==> src/rtl/por_reset_sequencer.sv <==
// Power-on reset sequencer: qualifies a synchronized PLL lock, then releases
// peripheral and core resets in order and tracks lock-loss events.
module por_reset_sequencer #(
  parameter int SYNC_STAGES        = 2,
  parameter int LOCK_STABLE_CYCLES = 1024,
  parameter int PERIPH_HOLD_CYCLES = 16,
  parameter int CORE_HOLD_CYCLES   = 16
) (
  input  logic       clock,
  input  logic       reset,
  input  logic       lock_in,
  input  logic       lost_clear,
  output logic       sys_reset_periph,
  output logic       sys_reset_core,
  output logic       ready,
  output logic       lock_lost_pulse,
  output logic [7:0] lock_lost_count
);

  localparam int HOLD_MAX = (PERIPH_HOLD_CYCLES > CORE_HOLD_CYCLES) ?
                            PERIPH_HOLD_CYCLES : CORE_HOLD_CYCLES;
  localparam int CNT_MAX  = (LOCK_STABLE_CYCLES > HOLD_MAX) ? LOCK_STABLE_CYCLES : HOLD_MAX;
  localparam int CNT_W    = $clog2(CNT_MAX + 1);

  localparam logic [CNT_W-1:0] QUAL_LAST   = CNT_W'(LOCK_STABLE_CYCLES - 1);
  localparam logic [CNT_W-1:0] PERIPH_LAST = CNT_W'(PERIPH_HOLD_CYCLES - 1);
  localparam logic [CNT_W-1:0] CORE_LAST   = CNT_W'(CORE_HOLD_CYCLES - 1);

  typedef enum logic [2:0] {
    IDLE        = 3'd0,
    QUALIFY     = 3'd1,
    HOLD_PERIPH = 3'd2,
    HOLD_CORE   = 3'd3,
    RUN         = 3'd4
  } state_t;

  state_t                   state_reg, state_next;
  logic [CNT_W-1:0]         cnt_reg, cnt_next;
  logic [SYNC_STAGES-1:0]   sync_reg, sync_next;
  logic                     lock_sync;
  logic                     periph_reg, periph_next;
  logic                     core_reg, core_next;
  logic                     ready_reg, ready_next;
  logic                     pulse_reg, pulse_next;
  logic [7:0]               count_reg, count_next;

  // Only the first stage ever looks at the raw, asynchronous lock input.
  generate
    for (genvar gi = 0; gi < SYNC_STAGES; gi++) begin : g_sync
      if (gi == 0) begin : g_first
        assign sync_next[gi] = lock_in;
      end else begin : g_rest
        assign sync_next[gi] = sync_reg[gi-1];
      end
    end
  endgenerate

  assign lock_sync = sync_reg[SYNC_STAGES-1];

  always_ff @(posedge clock) begin
    if (reset) begin
      state_reg  <= IDLE;
      cnt_reg    <= '0;
      sync_reg   <= '0;
      periph_reg <= 1'b1;
      core_reg   <= 1'b1;
      ready_reg  <= 1'b0;
      pulse_reg  <= 1'b0;
      count_reg  <= 8'd0;
    end else begin
      state_reg  <= state_next;
      cnt_reg    <= cnt_next;
      sync_reg   <= sync_next;
      periph_reg <= periph_next;
      core_reg   <= core_next;
      ready_reg  <= ready_next;
      pulse_reg  <= pulse_next;
      count_reg  <= count_next;
    end
  end

  always_comb begin
    state_next = state_reg;
    cnt_next   = cnt_reg;
    case (state_reg)
      IDLE: begin
        if (lock_sync) begin
          state_next = QUALIFY;
          cnt_next   = '0;
        end
      end
      QUALIFY: begin
        if (cnt_reg == QUAL_LAST) begin
          state_next = HOLD_PERIPH;
          cnt_next   = '0;
        end else begin
          cnt_next = cnt_reg + CNT_W'(1);
        end
      end
      HOLD_PERIPH: begin
        if (cnt_reg == PERIPH_LAST) begin
          state_next = HOLD_CORE;
          cnt_next   = '0;
        end else begin
          cnt_next = cnt_reg + CNT_W'(1);
        end
      end
      HOLD_CORE: begin
        if (cnt_reg == CORE_LAST) begin
          state_next = RUN;
          cnt_next   = '0;
        end else begin
          cnt_next = cnt_reg + CNT_W'(1);
        end
      end
      RUN: begin
        cnt_next = '0;
      end
      default: begin
        state_next = IDLE;
        cnt_next   = '0;
      end
    endcase
    // A lost lock overrides whatever terminal transition was pending.
    if (state_reg != IDLE && !lock_sync) begin
      state_next = IDLE;
      cnt_next   = '0;
    end
  end

  // Outputs are decoded from the next state so the pins come straight off flops.
  always_comb begin
    periph_next = (state_next == IDLE) || (state_next == QUALIFY) ||
                  (state_next == HOLD_PERIPH);
    core_next   = (state_next != RUN);
    ready_next  = (state_next == RUN);
    pulse_next  = !lock_sync && ((state_reg == HOLD_CORE) || (state_reg == RUN));
    count_next  = count_reg;
    if (pulse_next) begin
      if (lost_clear) begin
        count_next = 8'd1;
      end else if (count_reg != 8'hFF) begin
        count_next = count_reg + 8'd1;
      end
    end else if (lost_clear) begin
      count_next = 8'd0;
    end
  end

  assign sys_reset_periph = periph_reg;
  assign sys_reset_core   = core_reg;
  assign ready            = ready_reg;
  assign lock_lost_pulse  = pulse_reg;
  assign lock_lost_count  = count_reg;

endmodule
==> config.mk <==
export PLATFORM = sky130hd
export DESIGN_NAME = por_reset_sequencer
export DESIGN_NICKNAME = d
export VERILOG_FILES = /design/src/rtl/por_reset_sequencer.sv
export SDC_FILE = /design/constraint.sdc
export NUM_CORES = 1
export LEC_CHECK = 0
export BUFFER_PORTS_ARGS = -buffer_cell sky130_fd_sc_hd__clkbuf_2
export CORE_ASPECT_RATIO = 1.75
export CORE_MARGIN = 4
export CORE_UTILIZATION = 42
export DETAILED_ROUTE_END_ITERATION = 8
export PLACE_DENSITY_LB_ADDON = 0.15
export SETUP_SLACK_MARGIN = 0.4
export SYNTH_ARGS = -nofsm -noshare
export SYNTH_HDL_FRONTEND = slang
export SYNTH_SLANG_ARGS = --single-unit
==> constraint.sdc <==
create_clock -name clock -period 1.7 [get_ports clock]
set_input_delay 0.17 -clock clock [delete_from_list [all_inputs] [get_ports clock]]
set_output_delay 0.17 -clock clock [all_outputs]
set_load 0.01 [all_outputs]
==> run_results.csv, run 1 <==
group,metric,value,unit
sta,minimum_period_implied_by_the_final_worst_setup_slack,1710,ps
global_routing,globalRouteTotalUtil,0.172,
logic_synthesis,synth.cell_area,1380,µm²
layout,diodes,0,
power_and_ir_drop,static-leakage-power,0.716,nW
hold_path,min-delay-path-class,"in2reg",
sta,fmax,583,MHz
logic_synthesis,synth_top_family_by_area,"simple AND/OR/NAND/NOR gates",
power_and_ir_drop,peak_ir_drop_on_the_vdd_network,0.000612,V
placement,globalplace.congestion,0.854,
cts,root_buffer,"sky130_fd_sc_hd__clkbuf_8",
sta,fin_crit_sh,1.01,
floorplan,initial_core_util,0.438,
global_routing,grt_start_max_net_pins,15,
sta,setup_tns,-14.9,ps
global_routing,antenna_found_initial,0,
cts,clock_sinks,28,
cts,cts_tree,"built",
floorplan,core_area,3140,µm²
layout,synthToLayoutAreaGrowth,34.5,%
layout,layout.cells.most_common,"sky130_fd_sc_hd__buf_4",
floorplan,die-height,83.7,µm
sta,setup_viol_count_final,1,
logic_synthesis,synth_compound_area_frac,0.196,
placement,placement.io_buffers,15,
cts,cts_max_path_buffers,2,
drt,dr.first_iter.drc_count,29,
logic_synthesis,synthAdderAreaFrac,0.0182,
layout,layout-drive-gt1-share,0.390,
layout,final_design_area_no_fill,1850,µm²
drt,vias,1355,
cts,clkLatencyLatePin,280,ps
logic_synthesis,number_of_instances_in_the_synthesized_netlist,156,
critical_path,required,1910,ps
logic_synthesis,async_reset_ff_frac,0,
drt,finalWirelength,3670,µm
sta,final_hold_vio_count,0,
logic_synthesis,post_synth_edffs,0,
drt,via_per_inst,5.69,
drt,detailed_router_iteration_count_before_antenna_repair,4,
run_status,violations,"setup timing",
critical_path,critical_path.endpoint_type,"flip-flop",
logic_synthesis,yosys.area_share.xor_xnor,0.0509,
layout,finalNetCount,203,
critical_path,path_cells,"ha_4, and4b_1, a211o_1, a31oi_4, buf_12, a41oi_2, a31oi_1",
sta,grt_setup_unrepaired,"true",
placement,placed_cell_area,1610,µm²
sta,tightest_slew,342,ps
run,max_cap_viol_count,0,
global_routing,grt_overflow,0,
floorplan,ios,16,
logic_synthesis,post_synth_and_or_nand_nor_area_fraction,0.278,
layout,largest_register_ffs,11,
critical_path,worst_ep_arrival_time,1930,ps
layout,final_util,0.589,
critical_path,crit_type,"reg2reg",
floorplan,die_w,51.3,µm
logic_synthesis,synthFlopType,"sky130_fd_sc_hd__dfxtp_1",
logic_synthesis,syn_avg_cell_area,8.82,µm²
critical_path,timing.critical_path.fanout_max,13,
logic_synthesis,synth_top_cell_area_share,0.407,
run_status,status,"finished with violations",
logic_synthesis,yosysWarnings,0,
placement,place.detailed.instances,225,
cts,cts.clk_slew.worst_paths,90,ps
critical_path,cp_slowest_cell,"sky130_fd_sc_hd__dfxtp_2",
logic_synthesis,leading_area_contributor_after_synthesis,"sky130_fd_sc_hd__dfxtp_1",
sta,timing.slew.headroom,0.770,
power_and_ir_drop,power_density,697,nW/µm²
logic_synthesis,yosys-mux-area-fraction,0.00727,
logic_synthesis,post_synth_cell_types,44,
critical_path,worstSetupStartpointType,"flip-flop",
floorplan,row_count,27,
floorplan,design.die.area,4290,µm²
layout,final-instance-count-excl-fill,238,
power_and_ir_drop,total_power,1.29,mW
placement,dp_hpwl,2570,µm
cts,clock_buffers_created_by_tritoncts,3,
layout,nFillCells,273,
drt,wl_per_cell,15.4,µm
global_routing,grt_first_pass_wirelength,5640,µm
logic_synthesis,share_of_synthesized_area_occupied_by_flip_flops_and_latches,0.407,
cts,h-tree-depth,1,
logic_synthesis,synth_nets,162,
layout,layout.cells.most_common_list,"sky130_fd_sc_hd__buf_4, sky130_fd_sc_hd__dfxtp_1, sky130_fd_sc_hd__nor2_1",
global_routing,grt_pass1_vias,1336,
sta,timing.final.ws_setup,-14.9,ps
drt,drcViolationCount,0,
critical_path,critical-path-max-stage-delay,350,ps
drt,final_antenna_net_count,0,
logic_synthesis,ys_seq_elements,28,
sta,slew_viol_final,0,
logic_synthesis,yosys-top-cells-area,"sky130_fd_sc_hd__dfxtp_1, sky130_fd_sc_hd__xor2_1, sky130_fd_sc_hd__nor2_1",
sta,clock_skew,7.39,ps
==> final timing paths <==
check	from	to	slack, ps	cells past startpoint
hold / removal	lock_in	sync_reg[0]	100	2
setup reg to reg	cnt_reg[1]	cnt_reg[6]	-10	7
setup / recovery	cnt_reg[1]	cnt_reg[6]	-10	7
hold reg to reg	sync_reg[0]	sync_reg[1]	460	1
==> cell type report <==
class | count | area, µm² | area share
clock buffer | 3 | 41.3 | 0.0223
inverter | 4 | 15.0 | 0.00811
multi-input combinational | 118 | 872 | 0.471
sequential | 28 | 576 | 0.311
tap | 43 | 53.8 | 0.0291
timing repair buffer | 42 | 294 | 0.159
==> cell usage after synthesis (3+ instances only) <==
| master | instances |
|---|---|
| sky130_fd_sc_hd__dfxtp_1 | 28 |
| sky130_fd_sc_hd__nor2_1 | 16 |
| sky130_fd_sc_hd__a21oi_1 | 10 |
| sky130_fd_sc_hd__nand2_1 | 10 |
| sky130_fd_sc_hd__nand3_1 | 9 |
| sky130_fd_sc_hd__nand4_1 | 9 |
| sky130_fd_sc_hd__xor2_1 | 7 |
| sky130_fd_sc_hd__a31oi_1 | 6 |
| sky130_fd_sc_hd__nor2b_1 | 5 |
| sky130_fd_sc_hd__nor3_1 | 5 |
| sky130_fd_sc_hd__inv_1 | 4 |
| sky130_fd_sc_hd__a211o_1 | 3 |
| sky130_fd_sc_hd__a22o_1 | 3 |
| sky130_fd_sc_hd__and3_1 | 3 |
==> worst max-delay path, delay by kind of cell, from the launching register on <==
family                     cells  cell delay (ps)
AOI/OAI and AO/OA              4              780
adders and majority gates      1              150
buffers and inverters          1              150
DFF                            1              350
and+or+nand+nor                1              220
==> stage by stage <==
step / hold slack [ps] / setup WS (ps)
finish: 96.8 / -14.9
global placement: 381 / 1.72
global route: 124 / -29.5
detailed placement: 391 / -25.8
floorplan: 239 / 97.6
CTS: 100 / 18.4
==> where the power goes <==
group	switching, mW	total [mW]	internal (mW)
Clock	0.203	0.362	0.160
Sequential	0.0216	0.692	0.671
Combinational	0.120	0.236	0.116
==> repair_timing <==
item,CTS,global route
pin swaps,8,7
setup buffers,9,1
endpoints found under the setup margin,25,26
gates resized for setup,12,14
hold buffers,0,0
==> logic make-up (layout without fill, tap and decap cells) <==
group           Yosys count  in the layout
fa+ha+maj                 2              2
mux                       1              1
compound gates           36             36
flops                    28             28
simple gates             71             71
xor+xnor                  8              8
buf+inv                  10             49
==> routing by layer <==
| layer | share of wire | up-vias | GRT usage | wire (µm) |
|---|---|---|---|---|
| li1 | - | 648 | - | - |
| met1 | 0.36 | 659 | 0.139 | 1320 |
| met2 | 0.57 | 35 | 0.348 | 2100 |
| met3 | 0.029 | 13 | 0.0250 | 107 |
| met4 | 0.039 | 0 | 0.115 | 142 |
| met5 | 0 | - | 0 | 0 |
No activity file was read; power rests on OpenSTA's default activity.
==> run 2, diff against run 1 <==
--- a/config.mk
+++ b/config.mk
@@ -9,6 +9,7 @@
 export CORE_ASPECT_RATIO = 1.75
 export CORE_MARGIN = 4
 export CORE_UTILIZATION = 42
+export CTS_BUF_LIST = sky130_fd_sc_hd__clkbuf_4
 export DETAILED_ROUTE_END_ITERATION = 8
 export PLACE_DENSITY_LB_ADDON = 0.15
 export SETUP_SLACK_MARGIN = 0.4
==> constraint.sdc (replaced) <==
create_clock -name clock -period 2.2 [get_ports clock]
set_input_delay 0.22 -clock clock [delete_from_list [all_inputs] [get_ports clock]]
set_output_delay 0.22 -clock clock [all_outputs]
set_load 0.01 [all_outputs]
==> run_results.csv, run 2 (same netlist as run 1, synthesis figures left out) <==
group,metric,value,unit
sta,fin_crit_sh,0.801,
cts,cts_tree,"built",
layout,seq_area,568,µm²
floorplan,initial_core_util,0.438,
cts,h-tree-depth,1,
critical_path,path_cells,"ha_4, and4b_2, a211o_1, a31oi_4, buf_12, a41oi_1, a31oi_1",
drt,via_per_inst,5.61,
floorplan,row_count,27,
sta,timing.final.ws_setup,439,ps
floorplan,die_w,51.3,µm
cts,root_buffer,"sky130_fd_sc_hd__clkbuf_4",
critical_path,critical_path.endpoint_type,"flip-flop",
floorplan,design.die.area,4290,µm²
sta,slew_viol_final,0,
placement,dp_hpwl,2280,µm
floorplan,ios,16,
placement,dpl_worst_slack,262,ps
global_routing,globalRouteTotalUtil,0.163,
drt,detailed_router_iteration_count_before_antenna_repair,4,
global_routing,grt_first_pass_wirelength,5490,µm
drt,drcViolationCount,0,
power_and_ir_drop,pwr-share-comb,0.147,
layout,nFillCells,300,
cts,clock_buffers_created_by_tritoncts,3,
power_and_ir_drop,internal_power,0.783,mW
sta,minimum_period_implied_by_the_final_worst_setup_slack,1760,ps
global_routing,antenna_found_initial,0,
critical_path,required,2470,ps
power_and_ir_drop,static-leakage-power,0.630,nW
placement,placement.io_buffers,15,
floorplan,core_area,3140,µm²
critical_path,worst_ep_arrival_time,2030,ps
global_routing,grt_overflow,0,
drt,dr.first_iter.drc_count,20,
power_and_ir_drop,peak_ir_drop_on_the_vdd_network,0.000379,V
cts,clkLatencyLatePin,330,ps
layout,layout.cells.most_common,"sky130_fd_sc_hd__dfxtp_1",
critical_path,cp_slowest_cell,"sky130_fd_sc_hd__dfxtp_2",
sta,final_hold_vio_count,0,
cts,cts_max_path_buffers,2,
critical_path,timing.critical_path.fanout_max,7,
layout,finalNetCount,187,
power_and_ir_drop,power_density,617,nW/µm²
cts,holdBufCountCts,0,
placement,globalplace.congestion,0.807,
sta,grt_setup_unrepaired,"true",
global_routing,grt_pass1_vias,1252,
critical_path,crit_type,"reg2reg",
drt,vias,1250,
sta,setup_viol_count_final,0,
drt,final_antenna_net_count,0,
sta,clock_skew,17.8,ps
cts,cts.clk_slew.worst_paths,160,ps
sta,fmax,568,MHz
power_and_ir_drop,sw_frac_of_total,0.240,
cts,clock_sinks,28,
power_and_ir_drop,total_switching_power,0.248,mW
drt,finalWirelength,3190,µm
run_status,status,"finished, final reports clean",
hold_path,holdPathStages,2,
sta,timing.slew.headroom,0.717,
power_and_ir_drop,power.clock.fraction,0.326,
layout,diodes,0,
sta,tightest_slew,421,ps
run,max_cap_viol_count,0,
sta,setup_tns,0,ps
hold_path,min-delay-path-class,"in2reg",
critical_path,ff2ff_path_depth,7,
global_routing,grt_start_max_net_pins,17,
layout,synthToLayoutAreaGrowth,21.4,%
power_and_ir_drop,power_frac_seq,0.527,
critical_path,critical-path-max-stage-delay,370,ps
layout,layout.cells.most_common_list,"sky130_fd_sc_hd__dfxtp_1, sky130_fd_sc_hd__nor2_1, sky130_fd_sc_hd__clkbuf_2",
layout,multiInputGateArea,790,µm²
drt,wl_per_cell,14.3,µm
layout,layout-drive-gt1-share,0.261,
layout,largest_register_ffs,11,
floorplan,die-height,83.7,µm
critical_path,worstSetupStartpointType,"flip-flop",
[run 2: cell types whose count changed in the layout (fill, tap and decap cells not counted), sizes merged]
cell and change:
bufinv +1, buf -17, clkbuf +1
[run 2: layer usage]
metal,global-route usage,routed length [µm]
met1,0.156,1180
met2,0.308,1850
met3,0.0250,77
met4,0.0979,83
met5,0,0
[run 2: layout make-up]
type,count,share of cell area
multi-input cells,118,0.473
flip-flops and latches,28,0.340
repair buffers,26,0.115
well taps,43,0.0322
clock inverters,1,0.0180
clock buffers,3,0.0135
inverters,4,0.00899
[run 2: through the flow]
stage          instance area [µm²]  power [mW]  std cells  hold WS [ps]   util
2_1_floorplan                 1380       0.631        156           289      -
3_3_place_gp                  1480       0.652        210           428  0.470
3_5_place_dp                  1480       0.657        210           428  0.470
4_1_cts                       1650        1.04        223          92.5  0.524
5_1_grt                       1670        1.08        223          88.6  0.532
6_report                      1670        1.03        223          87.0  0.532
[run 2: what timing repair did]
item                                    in CTS  in global routing
endpoints found under the setup margin      10                 10
pin swaps                                    4                  1
gates cloned                                 1                  0
setup buffers                                8                  0
resized for setup                            7                  8
[run 2: path summary, 6_finish.rpt]
check,from,end,slack [ps]
max,cnt_reg[1],cnt_reg[6],440
min,lock_in,sync_reg[0],90
max reg2reg,cnt_reg[1],cnt_reg[6],440
min reg2reg,sync_reg[0],sync_reg[1],460
[run 2: power by group through the flow]
stage,Sequential [mW],Combinational [mW],Clock [mW]
detailed placement,0.553,0.104,0
global placement,0.551,0.101,0
global route,0.547,0.166,0.368
floorplan,0.541,0.0897,0
finish,0.544,0.152,0.336
CTS,0.542,0.150,0.343
[run 2: critical path, delay by kind of cell (launching register included)]
kind,cells,cell delay [ps]
adder cells (fa/ha/maj),1,150
AO/OA/AOI/OAI,4,790
flip-flops,1,370
AND/OR/NAND/NOR,1,240
buffers and inverters,1,150
==> run 3, diff against run 2 <==
==> constraint.sdc (replaced) <==
create_clock -name clock -period 1.8 [get_ports clock]
set_input_delay 0.18 -clock clock [delete_from_list [all_inputs] [get_ports clock]]
set_output_delay 0.18 -clock clock [all_outputs]
set_load 0.01 [all_outputs]
==> run_results.csv, run 3 (same netlist as run 1, synthesis figures left out) <==
group,metric,value,unit
critical_path,crit_type,"reg2reg",
floorplan,row_count,27,
cts,h-tree-depth,1,
cts,cts.clk_slew.worst_paths,150,ps
floorplan,die-height,83.7,µm
sta,fmax,547,MHz
sta,minimum_period_implied_by_the_final_worst_setup_slack,1830,ps
layout,layout.cells.most_common_list,"sky130_fd_sc_hd__buf_4, sky130_fd_sc_hd__dfxtp_1, sky130_fd_sc_hd__nor2_1",
critical_path,critical-path-max-stage-delay,380,ps
sta,timing.slew.headroom,0.688,
floorplan,core_area,3140,µm²
run,max_cap_viol_count,0,
floorplan,die_w,51.3,µm
drt,detailed_router_iteration_count_before_antenna_repair,4,
global_routing,grt_overflow,0,
sta,fin_crit_sh,1.02,
global_routing,globalRouteTotalUtil,0.169,
cts,cts_max_path_buffers,2,
drt,wl_per_cell,14.6,µm
sta,setup_tns,-27.7,ps
critical_path,timing.critical_path.fanout_max,4,
cts,clkLatencyLatePin,320,ps
drt,final_antenna_net_count,0,
floorplan,initial_core_util,0.438,
layout,nFillCells,265,
sta,grt_setup_unrepaired,"true",
critical_path,required,2050,ps
sta,clock_skew,11.1,ps
critical_path,worstPathBufferInverterCount,1,
layout,final_design_area_no_fill,1910,µm²
placement,placement.io_buffers,15,
power_and_ir_drop,static-leakage-power,0.723,nW
critical_path,cp_slowest_cell,"sky130_fd_sc_hd__dfxtp_4",
critical_path,worst_ep_arrival_time,2070,ps
sta,slew_viol_final,0,
layout,diodes,0,
drt,via_per_inst,5.59,
critical_path,worstSetupStartpointType,"flip-flop",
placement,globalplace.congestion,0.798,
global_routing,grt_start_max_net_pins,16,
hold_path,min-delay-path-class,"in2reg",
global_routing,grt_pass1_vias,1369,
layout,synthToLayoutAreaGrowth,39.1,%
power_and_ir_drop,peak_ir_drop_on_the_vdd_network,0.000431,V
layout,largest_register_ffs,11,
critical_path,cp_top_family,"compound AO/OA/AOI/OAI gates",
sta,final_hold_vio_count,0,
sta,setup_viol_count_final,1,
power_and_ir_drop,power_density,615,nW/µm²
critical_path,critical_path.endpoint_type,"flip-flop",
sta,tightest_slew,467,ps
cts,root_buffer,"sky130_fd_sc_hd__clkbuf_4",
layout,finalNetCount,204,
cts,clock_buffers_created_by_tritoncts,3,
run_status,violations,"setup timing",
critical_path,path_cells,"ha_4, and4b_2, a211o_1, a31oi_4, buf_6, a21oi_4, a31oi_1",
layout,seq_area,584,µm²
cts,clock_sinks,28,
drt,dr.first_iter.drc_count,49,
drt,vias,1341,
sta,timing.final.ws_setup,-27.7,ps
cts,holdBufCountCts,0,
cts,cts_tree,"built",
global_routing,antenna_found_initial,0,
layout,multiInputGateArea,927,µm²
floorplan,design.die.area,4290,µm²
placement,placed_cell_area,1540,µm²
floorplan,ios,16,
sta,hold_ws,62.9,ps
drt,finalWirelength,3500,µm
layout,layout-drive-gt1-share,0.457,
placement,dp_hpwl,2300,µm
global_routing,grt_first_pass_wirelength,5780,µm
run_status,status,"finished with violations",
drt,drcViolationCount,0,
layout,layout.cells.most_common,"sky130_fd_sc_hd__buf_4",
run 3: final timing paths:
kind                            depth (start not counted)  slack (ps)        start     endpoint
worst max-delay path                                    7         -30   cnt_reg[0]   cnt_reg[2]
worst min-delay path                                    2          60      lock_in  sync_reg[0]
worst max register to register                          7         -30   cnt_reg[0]   cnt_reg[2]
worst min register to register                          1         460  sync_reg[0]  sync_reg[1]
run 3: report_power, final:
group	switching, mW	internal [mW]
sequential	0.0131	0.636
clock	0.171	0.0812
combinational	0.139	0.137
total	0.323	0.854
run 3: what timing repair did:
| item | CTS | global route |
|---|---|---|
| gates cloned | 0 | 0 |
| resized for setup | 21 | 30 |
| endpoints found under the setup margin | 24 | 24 |
| pin swaps | 22 | 16 |
| buffers inserted | 17 | 3 |
run 3: cell type report:
cell class / count / share of cell area
clock buffers: 3 / 0.0118
clock inverters: 1 / 0.00196
flip-flops and latches: 28 / 0.305
multi-input cells: 118 / 0.484
inverters: 4 / 0.00784
well taps: 43 / 0.0281
repair buffers: 43 / 0.161
run 3: metrics by stage:
stage	utilization	instances	worst slack [ps]	power (mW)
6_report	0.609	240	-27.7	1.18
5_1_grt	0.609	240	-70.9	1.24
4_1_cts	0.558	237	93.9	1.13
3_5_place_dp	0.491	216	-22.7	0.818
3_3_place_gp	0.491	216	48.7	0.813
2_1_floorplan	-	156	198	0.777
run 3: worst reg2reg max path, stage by stage (launching register included):
cell and delay (ps):
sky130_fd_sc_hd__dfxtp_4 380, sky130_fd_sc_hd__ha_4 150, sky130_fd_sc_hd__and4b_2 230, sky130_fd_sc_hd__a211o_1 290, sky130_fd_sc_hd__a31oi_4 300, sky130_fd_sc_hd__buf_6 170
sky130_fd_sc_hd__a21oi_4 50, sky130_fd_sc_hd__a31oi_1 190
run 3: metal layers:
layer / track usage / part of all wire / up-vias
met2: 0.327 / 0.59 / 35
met4: 0.0740 / 0.033 / 0
met3: 0.0215 / 0.025 / 13
met5: 0 / 0 / -
li1: - / - / 653
met1: 0.170 / 0.35 / 640
